`src/rtl/addsub_pkg.sv`:
```
// Shared types and defaults for the add/sub arbiter slice.
package addsub_pkg;

  localparam int ADDSUB_W = 4;

  typedef enum logic [1:0] {
    IDLE = 2'd0,
    EXEC = 2'd1,
    RESP = 2'd2
  } state_e;

endpackage

```
`src/rtl/addsub_arbiter_rr_arb2.sv`:
```
// Two-way round-robin grant: a lone request wins, a tie goes to the pointer.
module rr_arb2 (
  input  logic [1:0] i_req,
  input  logic       i_ptr,
  output logic [1:0] o_gnt
);

  always_comb begin
    o_gnt = 2'b00;
    case (i_req)
      2'b01:   o_gnt = 2'b01;
      2'b10:   o_gnt = 2'b10;
      2'b11:   o_gnt = i_ptr ? 2'b10 : 2'b01;
      default: o_gnt = 2'b00;
    endcase
  end

endmodule

```
`src/rtl/addsub_arbiter.sv`:
```
// Shares one external Add_Sub unit between two requesters, one transaction
// in flight at a time, and returns a tagged result over valid/ready.
module addsub_arbiter
  import addsub_pkg::*;
#(
  parameter int W = ADDSUB_W
) (
  input  logic         clk,
  input  logic         rst_n,
  input  logic         req0_valid,
  output logic         req0_ready,
  input  logic [W-1:0] req0_a,
  input  logic [W-1:0] req0_b,
  input  logic         req0_sub,
  input  logic         req1_valid,
  output logic         req1_ready,
  input  logic [W-1:0] req1_a,
  input  logic [W-1:0] req1_b,
  input  logic         req1_sub,
  output logic [W-1:0] au_a,
  output logic [W-1:0] au_b,
  output logic         au_ci,
  input  logic [W-1:0] au_s,
  input  logic         au_cout,
  input  logic         au_v,
  output logic         rsp_valid,
  input  logic         rsp_ready,
  output logic         rsp_id,
  output logic [W-1:0] rsp_s,
  output logic         rsp_cout,
  output logic         rsp_v
);

  logic [1:0][W-1:0] w_req_a, w_req_b;
  logic [1:0]        w_req_valid, w_req_sub, w_gnt;
  logic              w_gnt_id, w_accept, w_rsp_fire;
  state_e            r_state, w_state_nxt;

  logic              r_ptr;
  logic [W-1:0]      r_a, r_b;
  logic              r_sub, r_id;
  logic              r_rsp_id, r_rsp_cout, r_rsp_v;
  logic [W-1:0]      r_rsp_s;

  assign w_req_valid = {req1_valid, req0_valid};
  assign w_req_sub   = {req1_sub, req0_sub};
  assign w_req_a     = {req1_a, req0_a};
  assign w_req_b     = {req1_b, req0_b};
  assign w_gnt_id    = w_gnt[1];

  rr_arb2 u_arb (
    .i_req (w_req_valid),
    .i_ptr (r_ptr),
    .o_gnt (w_gnt)
  );

  always_ff @(posedge clk or negedge rst_n) begin
    if (!rst_n) r_state <= IDLE;
    else        r_state <= w_state_nxt;
  end

  always_comb begin
    w_state_nxt = r_state;
    w_accept    = 1'b0;
    w_rsp_fire  = 1'b0;
    req0_ready  = 1'b0;
    req1_ready  = 1'b0;
    rsp_valid   = 1'b0;
    case (r_state)
      IDLE: begin
        if (|w_req_valid) begin
          w_accept    = 1'b1;
          req0_ready  = w_gnt[0];
          req1_ready  = w_gnt[1];
          w_state_nxt = EXEC;
        end
      end
      EXEC: w_state_nxt = RESP;
      RESP: begin
        rsp_valid = 1'b1;
        if (rsp_ready) begin
          w_rsp_fire  = 1'b1;
          w_state_nxt = IDLE;
        end
      end
      default: w_state_nxt = IDLE;
    endcase
  end

  // Operand capture on grant; response capture at the end of EXEC.
  always_ff @(posedge clk or negedge rst_n) begin
    if (!rst_n) begin
      r_ptr      <= 1'b0;
      r_a        <= '0;
      r_b        <= '0;
      r_sub      <= 1'b0;
      r_id       <= 1'b0;
      r_rsp_id   <= 1'b0;
      r_rsp_s    <= '0;
      r_rsp_cout <= 1'b0;
      r_rsp_v    <= 1'b0;
    end else begin
      if (w_accept) begin
        r_a   <= w_req_a[w_gnt_id];
        r_b   <= w_req_b[w_gnt_id];
        r_sub <= w_req_sub[w_gnt_id];
        r_id  <= w_gnt_id;
      end
      if (r_state == EXEC) begin
        r_rsp_id   <= r_id;
        r_rsp_s    <= au_s;
        r_rsp_cout <= au_cout;
        r_rsp_v    <= au_v;
      end
      if (w_rsp_fire) r_ptr <= ~r_rsp_id;
    end
  end

  assign au_a     = r_a;
  assign au_b     = r_b;
  assign au_ci    = r_sub;
  assign rsp_id   = r_rsp_id;
  assign rsp_s    = r_rsp_s;
  assign rsp_cout = r_rsp_cout;
  assign rsp_v    = r_rsp_v;

endmodule

```
`config.mk`:
```
export PLATFORM = sky130hd
export DESIGN_NAME = addsub_arbiter
export DESIGN_NICKNAME = d
export VERILOG_FILES = /design/src/rtl/addsub_pkg.sv /design/src/rtl/addsub_arbiter_rr_arb2.sv /design/src/rtl/addsub_arbiter.sv
export SDC_FILE = /design/constraint.sdc
export NUM_CORES = 1
export LEC_CHECK = 0
export ABC_AREA = 1
export CORE_MARGIN = 4
export CORE_UTILIZATION = 35
export DETAILED_ROUTE_END_ITERATION = 10
export GPL_TIMING_DRIVEN = 0
export PLACE_DENSITY = 0.71
export RECOVER_POWER = 100
export SKIP_CTS_REPAIR_TIMING = 1
export SYNTH_ARGS = -nofsm -noshare
export SYNTH_HDL_FRONTEND = slang
export SYNTH_SLANG_ARGS = --single-unit
```
`constraint.sdc`:
```
create_clock -name clk -period 2.2 [get_ports clk]
set_input_delay 0.33 -clock clk [delete_from_list [all_inputs] [get_ports clk]]
set_output_delay 0.33 -clock clk [all_outputs]
set_load 0.01 [all_outputs]
```
[Yosys cells after proc, flatten, opt, wreduce, memory -nomap -nowiden]
Index checks and enable logic that the tools add are counted.
Operators by class
  equality and inequality tests: 7
  reductions and logical operators: 3
  order comparisons: 1
  bitwise logic cells: 1
  mux-type cells: 20
Operators by type and width (number)
  2-to-1 mux 4 bit: 4
  case mux 2 bit (3 select lines): 2
  2-to-1 mux 1 bit: 11
  == test 2 bit, second input constant: 3
  2-to-1 mux 2 bit: 3
  == test 2 x 1 -> 1 bit, second input constant: 2
  inequality test 2 bit, second input constant: 2
  zero test 2 bit: 1
  < comparator 1 x 2 -> 1 bit, second input constant: 1
  AND reduction 2 bit: 1
  OR reduction 2 bit: 1
  inverter 1 bit: 1
Storage, ports and cells
  output and inout port bits: 19
  flip-flop bits (word level): 20
  logic and storage cells: 42

[Depth between registers and ports, before layout]
  word-level depth: 4
  mapped depth: 7
  gate-level depth less buffers: 6

[By module]
Synthesis repeated with hierarchy kept, for this count alone.
Second synthesis, totals
  cell total of the unflattened synthesis: 127
  area, all modules: 969.7 um^2
Modules (own cells, without submodules)
  addsub_arbiter: times used 1, area an instance 949.7 um^2, cells an instance 122, sequential area each 500.5 um^2
  rr_arb2: times used 1, area an instance 20.0 um^2, cells an instance 5, sequential area each 0.0 um^2

[Worst setup path after synthesis]
OpenSTA, ideal clock, no wires.
  path kind: register to output
  start point: register r_state[0]
  end point: output req1_ready
  slack: 0.993 ns
  arrival time: 0.877 ns
  cell stages (with the launch flop): 7
  data required time: 1.870 ns
  buffers on the path: 1
  cell sequence: dfrtp_1 buf_6 nor2_4 inv_2 nor2_8 nand2_1 inv_1
On the way
  cells in the longest elaborated chain, start to end: 2
RTL lines
  start: declaration: line addsub_arbiter.sv:37  | state_e r_state, w_state_nxt;
  start signal: assignment: line addsub_arbiter.sv:59  | else r_state <= w_state_nxt;
  zero test 2 bit: line addsub_arbiter.sv:69  | case (r_state)
  2-to-1 mux 1 bit: line addsub_arbiter.sv:69
  end: declaration: line addsub_arbiter.sv:16  | output logic req1_ready,
No other way between the ends.

[Final worst setup path]
  start point: input req0_valid
  end point: output req0_ready
On the way
  cells in the longest elaborated chain, start to end: 4
  elaborated cells between the ends (all ways): 7
  classes of those cells: 3 x eq/ne; 3 x mux; 1 x reduce/logical
RTL lines
  start: declaration: line addsub_arbiter.sv:10  | input logic req0_valid,
  == test 2 bit or == test 2 x 1 -> 1 bit (tied branches): line addsub_arbiter_rr_arb2.sv:10  | case (i_req)
  case mux 2 bit (3 select lines): line addsub_arbiter_rr_arb2.sv:10
  2-to-1 mux 1 bit (*): line addsub_arbiter.sv:71  | if (|w_req_valid) begin
  2-to-1 mux 1 bit (*): line addsub_arbiter.sv:69
  end: declaration: line addsub_arbiter.sv:11  | output logic req0_ready,
Every way passes the cells marked *; elsewhere a longest branch is shown, timed or not.

==> results by group <==
Timing
  • Worst slew pin tran: 888.1 ps
  • Final Max Slew Viols: 0
  • Post-layout min period: 2087 ps
  • Final Hold Slack: 478.0 ps
  • Relative slew margins: 0.4060
  • # setup viols final: 0
  • Max Fclk: 0.4791 GHz
  • Fin. Hold Viols: 0
  • RSZ-0062 raised after global routing: no
  • Skew final: 7.359 ps
  • Final period util: 0.9487

Routing
  • ANT nets after route: 0
  • Drt drc: 0
  • Drt total wl: 2333 µm
  • Drt first pass iters: 4
  • Drt via density: 4.512
  • Via count: 952
  • Initial DRC count: 55
  • Drt wl/cell: 11.06 µm

Floorplan
  • Core Box Area: 0.002734 mm²
  • Die height: 61.14 µm
  • Std-Cell Rows: 19
  • IO Count: 48
  • Initial core utilization: 0.3616
  • Die area: 0.003738 mm²
  • Die Span X: 61.14 µm

Power
  • Gate power share: 0.485
  • Worst VDD drop: 0.7247 mV
  • Sw frac: 0.3653
  • Pleak: 0.8414 nW
  • Clock share of power: 0.163
  • Sw Pwr: 0.6615 mW
  • Sequential share of power: 0.352
  • Pint: 1.149 mW
  • PD cells: 1170 mW/mm²

Cells and area
  • Ratio of cells with drive above 1 in the final layout: 0.06111
  • Post-route cell area: 0.001548 mm²
  • # diodes: 0
  • Reg area: 500.5 µm²
  • Area grow syn2layout: 56.58%
  • Fillers: 270
  • Multi-input gate area: 366.6 µm²
  • Nets: 210

Logic synthesis
  • Post-synth cell types: 12
  • Syn nets: 158
  • Syn Inst Count: 129
  • Largest area contributor in the netlist: dfrtp_1
  • Area share of the largest cell type after synthesis: 0.5063
  • FF+latch count, synth: 20
  • Post-synthesis sequential area ratio: 0.5063
  • YS warnings: 0
  • Post-Syn Area: 988.4 µm²
  • Mapped Avg Cell Area: 7.662 µm²
  • Top post-synthesis cells by area: dfrtp_1, nand2_1, nand3_1

Clock network
  • TritonCTS clock tree: done
  • Max clock buf depth: 2
  • Clock buffer count from CTS: 3
  • CTS HTree Levels: 1
  • CTS Sinks: 20
  • CTS root buf: clkbuf_4
  • Worst skew pair latency: 300 ps
  • Clk slew on worst S/H paths: 120 ps

Global routing
  • Antenna violations before repair: 0
  • First-pass GRT wire length: 4160 µm
  • Grt total ovfl: 0
  • Number of global-route vias before repair: 980
  • Total global-route track usage: 0.1483
  • Largest net degree at the start of global routing: 21

Worst setup path
  • CP Capture Type: output port
  • CP required: 1870 ps
  • Reg2reg path depth: 7
  • Max FO, Critical Path: 10
  • Setup CP Type: primary input to output port
  • Critical path arrival: 1760 ps
  • Worst Setup Start Kind: primary input

Outcome
  • Status: complete, no violations

Placement
  • Port Buffer Count: 47
  • Area after DPL: 0.001498 mm²
  • Routability cong.: 0.8258
  • HPWL after DPL: 1822 µm

Job
  • Max-Cap Viols: 0

Min path
  • Hold path cells: 2
  • Worst Hold Class: flip-flop to flip-flop
## cell type report
type | instances | area share
plain buffers | 3 | 0.01455
multi-input cells | 81 | 0.2369
clock inverters | 1 | 0.01940
well taps | 31 | 0.02506
clock buffers | 3 | 0.01455
flip-flops and latches | 20 | 0.3234
inverters | 25 | 0.06063
repair buffers | 47 | 0.3056
## layer usage
layer	GRT usage	wire (µm)	up-vias
li1	-	-	494
met1	0.1930	1051	415
met2	0.2311	1020	41
met3	0.05031	247	2
met4	0.04954	13	0
met5	0	0	-
## sequential cells by signal, indices dropped and copies added, names as in the netlist
| register | count |
|---|---|
| au_b | 4 |
| r_state | 2 |
| r_id | 1 |
| rsp_v | 1 |
| r_ptr | 1 |
| au_ci | 1 |
| rsp_id | 1 |
| rsp_cout | 1 |
| rsp_s | 4 |
| au_a | 4 |
## power groups by stage
stage / logic, mW / clock network, mW / registers (mW)
after detailed placement: 0.967 / 0 / 0.650
after global routing: 1.01 / 0.321 / 0.660
after floorplan: 0.424 / 0 / 0.712
after CTS: 0.970 / 0.307 / 0.647
after global placement: 0.950 / 0 / 0.646
final: 0.879 / 0.294 / 0.637
## cells in the mapped netlist
| library cell | number |
|---|---|
| nand3_1 | 25 |
| nor2_1 | 2 |
| nand2_1 | 47 |
| dfrtp_1 | 20 |
| nor2_2 | 1 |
| buf_2 | 1 |
| nor2_4 | 1 |
| inv_1 | 22 |
| o21ai_0 | 4 |
| inv_2 | 3 |
| nor2_8 | 1 |
| buf_6 | 2 |
## metrics by stage
step	util	total power, mW	setup TNS (ps)	setup slack, ps	cells
2_1_floorplan	-	1.136	0	993.3	129
3_3_place_gp	0.5478	1.596	0	1.883	207
3_5_place_dp	0.5478	1.616	-10.95	-10.95	207
4_1_cts	0.5670	1.924	-15.69	-15.69	211
5_1_grt	0.5661	1.988	0	20.91	211
6_report	0.5661	1.811	0	113.0	211
## final timing paths
path	startpoint	end	slack (ps)
worst max-delay path	req0_valid	req0_ready	110
worst max register to register	r_state[0]	au_ci	780
worst min-delay path	rsp_s[0]	rsp_s[0]	480
worst min register to register	rsp_s[0]	rsp_s[0]	480
max in group asynchronous	rst_n	r_ptr	1070
min in group asynchronous	rst_n	r_state[1]	590
## cells by family after synthesis
family	after synthesis	share of synthesized area
compound gates	4	0.02025
flops	20	0.5063
simple gates	77	0.3506
buf+inv	28	0.1228
## placed cells by master (no fill, tap or decap)
master and count:
clkbuf_1 1, clkbuf_4 3, dlymetal6s2s_1 1, nor2_1 2
o21ai_0 4, inv_1 23, inv_2 2, dlygate4sd3_1 18
nand2_1 47, clkdlybuf4s50_1 28, nor2_8 1, buf_6 1
dfrtp_1 20, nand3_1 25, buf_4 1, nor2_4 1
bufinv_16 1, nor2_2 1
## critical path, stage by stage
cell	delay, ps
clkdlybuf4s50_1	530
nand2_1	90
buf_4	170
nor2_1	90
clkdlybuf4s50_1	540
(Power assumes the default switching activity.)
